## src/rtl/mdll_pkg.sv

```systemverilog
// Shared MDLL definitions.
// Coarse delay-line defaults and FSM state type.
package mdll_pkg;

  localparam int DCDL_COARSE_N_STAGE = 16;

  typedef enum logic {
    CC_IDLE,
    CC_HOLD
  } dcdl_coarse_state_t;

endpackage

```

## src/rtl/mdll_dcdl_coarse_ctrl.sv

```systemverilog
// Coarse DCDL sequencer: one-stage steps of a
// registered thermometer, each followed by a settling hold.
module mdll_dcdl_coarse_ctrl
  import mdll_pkg::*;
#(
  parameter int N_STAGE   = DCDL_COARSE_N_STAGE,
  parameter int INIT_CODE = 0,
  parameter int HOLD_CYC  = 4,
  parameter int CW        = $clog2(N_STAGE)
) (
  input  logic               clk,
  input  logic               rst,
  input  logic               en_ctl,
  input  logic               inc,
  input  logic               dec,
  input  logic               ovr_en,
  input  logic [CW-1:0]      ovr_code,
  output logic [N_STAGE-1:0] en_ff,
  output logic [CW-1:0]      code,
  output logic               busy,
  output logic               step_ack,
  output logic               sat_hi,
  output logic               sat_lo
);

  localparam int HW = (HOLD_CYC > 1) ? $clog2(HOLD_CYC) : 1;

  localparam logic [CW-1:0] MAX_CODE = CW'(N_STAGE - 1);
  localparam logic [CW-1:0] INIT_C   = CW'(INIT_CODE);

  localparam logic [N_STAGE:0] ONE_W = 1;
  localparam logic [N_STAGE-1:0] INIT_THERM =
    N_STAGE'((ONE_W << INIT_CODE) - ONE_W);

  dcdl_coarse_state_t state_q, state_d;
  logic [HW-1:0] cnt_q, cnt_d;
  logic [CW-1:0] ovr_tgt;
  logic          req_up, req_dn;
  logic          step_up, step_dn;

  // Out-of-range override targets pin at the top code
  if (N_STAGE == (1 << CW)) begin : g_no_clamp
    assign ovr_tgt = ovr_code;
  end else begin : g_clamp
    assign ovr_tgt = (ovr_code > MAX_CODE) ? MAX_CODE
                                           : ovr_code;
  end

  // Request direction, override has priority over inc/dec
  always_comb begin
    req_up = 1'b0;
    req_dn = 1'b0;
    unique case (1'b1)
      ovr_en: begin
        req_up = (ovr_tgt > code);
        req_dn = (ovr_tgt < code);
      end
      default: begin
        req_up = inc & ~dec;
        req_dn = dec & ~inc;
      end
    endcase
  end

  // Next state, hold counter and step strobes
  always_comb begin
    state_d = state_q;
    cnt_d   = cnt_q;
    step_up = 1'b0;
    step_dn = 1'b0;
    case (state_q)
      CC_IDLE: begin
        if (en_ctl) begin
          step_up = req_up && (code != MAX_CODE);
          step_dn = req_dn && (code != '0);
          if (step_up || step_dn) begin
            state_d = CC_HOLD;
            cnt_d   = HW'(HOLD_CYC - 1);
          end
        end
      end
      CC_HOLD: begin
        if (cnt_q == '0) state_d = CC_IDLE;
        else             cnt_d   = cnt_q - HW'(1);
      end
      default: state_d = CC_IDLE;
    endcase
  end

  // FSM state and settling counter
  always_ff @(posedge clk or posedge rst) begin
    if (rst) begin
      state_q <= CC_IDLE;
      cnt_q   <= '0;
    end else begin
      state_q <= state_d;
      cnt_q   <= cnt_d;
    end
  end

  // Thermometer, binary code and flags move together
  always_ff @(posedge clk or posedge rst) begin
    if (rst) begin
      en_ff    <= INIT_THERM;
      code     <= INIT_C;
      step_ack <= 1'b0;
      sat_hi   <= (INIT_C == MAX_CODE);
      sat_lo   <= (INIT_C == '0);
    end else begin
      step_ack <= step_up | step_dn;
      if (step_up) begin
        en_ff[code] <= 1'b1;
        code        <= code + CW'(1);
        sat_hi      <= (code == MAX_CODE - CW'(1));
        sat_lo      <= 1'b0;
      end else if (step_dn) begin
        en_ff[code - CW'(1)] <= 1'b0;
        code                 <= code - CW'(1);
        sat_lo               <= (code == CW'(1));
        sat_hi               <= 1'b0;
      end
    end
  end

  assign busy = (state_q == CC_HOLD);

endmodule

```

## config.mk

```make
export PLATFORM = sky130hd
export DESIGN_NAME = mdll_dcdl_coarse_ctrl
export DESIGN_NICKNAME = d
export VERILOG_FILES = /design/src/rtl/mdll_pkg.sv /design/src/rtl/mdll_dcdl_coarse_ctrl.sv
export SDC_FILE = /design/constraint.sdc
export NUM_CORES = 1
export LEC_CHECK = 0
export BUFFER_PORTS_ARGS = -buffer_cell sky130_fd_sc_hd__clkbuf_2
export CAP_MARGIN = 20
export CORE_AREA = 2 2 66 52
export CTS_CLUSTER_DIAMETER = 30
export DETAILED_ROUTE_END_ITERATION = 16
export DIE_AREA = 0 0 68 54
export PLACE_DENSITY = 0.76
export SYNTH_ARGS = -nofsm -noshare
export SYNTH_HDL_FRONTEND = slang
export SYNTH_SLANG_ARGS = --single-unit
```

## constraint.sdc

```tcl
create_clock -name clk -period 2.35 [get_ports clk]
set_input_delay 0.235 -clock clk [delete_from_list [all_inputs] [get_ports clk]]
set_output_delay 0.235 -clock clk [all_outputs]
set_load 0.1 [all_outputs]
```

==> impl_metrics.toml <==
[place]
portBuffers = 33
pre_cts_ws_ns = 0.0523
place.gp.congestion = 0.983
dp_cells = 236
dpl.hpwl_mm = 2.94

[cells_and_area]
fin_cells = 240
post-route-util = 0.602
most-common-layout-cells = "33 x clkbuf_2, 21 x dfrtp_1, 17 x nand2_1, 17 x buf_4"
syn_to_final_growth_pct = 22.1
final_nets = 221
layout_commonest_cell = "clkbuf_2"
diodes = 0
drive_gt1_frac = 0.345

[route]
drc_errors = 0
postRouteAntennaNets = 0
vias_per_cell = 5.79
drt-total-wl_mm = 3.77
route.detailed.wl_per_inst_microns = 15.7
first_pass_iters = 4
dr.first_iter.drc_count = 69
vias = 1389

[sta]
worst_slack_ns = 0.112
final_hold_viol_count = 0
period_share = 0.952
rsz0062_at_grt = "no"
setup_violations = 0
clock_skew_ns = 0.00588
holdWs_ns = 0.121
report.final.slew_viol_count = 0
slew_headroom = 0.398
setup_tns_ns = 0
fmax_mhz = 447
max_slew.worst_pin.slew_ns = 0.902
min_period_ns = 2.24

[logic_synthesis]
ys_ff_latch = 26
async_flop_share = 1.00
ys_seq_area_frac = 0.425
syn_area_sq_um = 1530
ys_warn_count = 0
synth_nets = 176
avgSynthCellArea_sq_um = 9.83
synthFlopType = "dfrtp_1"
syn_inst = 156
ys_types = 44
synthTopCellsByArea = "dfrtp_1 41%, ha_1 8.2%, a31oi_1 4.9%"
synth_top_area_cell = "dfrtp_1"
synth_top_cell_area_share = 0.408
synth_enable_flop_cells = 0

[setup_path]
crit_path_max_fanout = 14
path_cells = "inv_2 > ha_1 > nor2b_1 > o2111ai_2 > o311ai_1 > and2_2 > buf_4 > or3_1"
criticalPathCategory = "reg2reg"
crit_family = "simple AND/OR/NAND/NOR gates"
cp.required_ns = 2.51
critPathLaunchType = "flop"
cp-end-kind = "flop"
slowest_stage = "dfrtp_4"
cp.arrival_ns = 2.40
cpPeakStageDelay_ns = 0.49
crit_buf_inv = 2

[global_routing]
track_usage = 0.219
grt_pass1_vias = 1342
antenna_found_initial = 0
grt_max_degree = 25
overflow = 0
grt_pass1_wl_mm = 6.04

[run]
max-cap-violations = 0

[power]
powerDensity_nw_per_um2 = 1310
max-vdd-ir-drop_mv = 0.722
leakage_nw = 0.923

[die]
die_y_microns = 54
core_area_sq_um = 3110
start_util = 0.493
chipWidth_microns = 68
std_cell_rows = 18
io_pins = 34
dieArea_sq_um = 3670

[cts]
cts_tree = "done"
clk_path_buf_depth = 2
clkSinkCount = 26
cts_buffers = 3
clock_latency_ns = 0.28
clkTransAtPathRegs_ns = 0.09
h-tree-depth = 1
root_buffer = "clkbuf_8"

[outcome]
outcome = "finished clean"

[min_path]
hp-class = "in2async"
sequential cells by signal (all words and copies together) (netlist names):
register / count
busy: 1
cnt_q: 2
step_ack: 1
en_ff: 16
sat_lo: 1
code: 4
sat_hi: 1
where the power goes:
group / leakage (nW) / internal (W) / switching (W)
clock network: 0.0288 / 0.000150 / 0.000142
registers: 0.331 / 0.000556 / 0.0000647
logic: 0.564 / 0.000412 / 0.00113
total: 0.923 / 0.00112 / 0.00134
layout make-up:
type	count	area [sq um]
Fill cell	270	1240
Inverter	15	61.3
Tap cell	40	50.0
Multi-Input combinational cell	105	748
Sequential cell	26	664
Timing Repair Buffer	50	293
Clock buffer	4	55.1
cell usage after synthesis, types with 2 or more instances:
cell      number
a21oi_1        5
dfrtp_1       25
nand3_1        8
inv_4          2
xnor2_1        3
nand2b_1       2
inv_1         13
buf_6          4
nor4_1         2
buf_4          2
a32o_1         5
nand2_1       17
or3_1          2
buf_2          3
o22ai_1        2
a31oi_1       12
nor2b_1        2
o211ai_1       2
ha_1          10
o21ai_0        6
nor2_1         6
metal layers:
metal / track usage / vias to the layer above / share of wire
met5: 0 / - / 0
met4: 0.0433 / 0 / 0.0069
met3: 0.0460 / 5 / 0.057
met2: 0.379 / 52 / 0.50
met1: 0.286 / 676 / 0.44
li1: - / 656 / -
stage by stage:
stage / power (W) / instance area (sq um)
after CTS: 0.00245 / 1860
after global routing: 0.00257 / 1870
final: 0.00246 / 1870
after global placement: 0.00210 / 1810
after detailed placement: 0.00215 / 1810
after floorplan: 0.00183 / 1550
path summary, 6_finish.rpt:
| kind | startpoint | endpoint | slack (ns) | cells past startpoint |
|---|---|---|---|---|
| setup / recovery | code[1]$_DFFE_PP0P_ | busy$_DFF_PP0_ | 0.11 | 8 |
| hold / removal | rst | en_ff[8]$_DFFE_PP0P_ | 0.12 | 2 |
| setup reg to reg | code[1]$_DFFE_PP0P_ | busy$_DFF_PP0_ | 0.11 | 8 |
| hold reg to reg | sat_lo$_DFFE_PP1P_ | sat_lo$_DFFE_PP1P_ | 0.49 | 1 |
| max in group asynchronous | rst | code[1]$_DFFE_PP0P_ | 1.57 | 2 |
| min in group clk | sat_lo$_DFFE_PP1P_ | sat_lo$_DFFE_PP1P_ | 0.49 | 1 |
timing repair:
action / CTS / global route
hold buffers: 0 / 0
endpoints found under the setup margin: 0 / 7
setup buffers: 0 / 0
resized for setup: 0 / 2
kinds of logic (layout without fill, tap and decap cells):
group / count (synthesis) / in the layout / share of synthesized area
muxes: 1 / 1 / 0.00653
and+or+nand+nor: 44 / 44 / 0.147
DFF: 26 / 26 / 0.425
buffers and inverters: 25 / 69 / 0.0914
xor gates and xnor gates: 3 / 3 / 0.0171
adders and majority gates: 10 / 10 / 0.0816
AOI/OAI and AO/OA: 47 / 47 / 0.231
(Power assumes the default switching activity.)
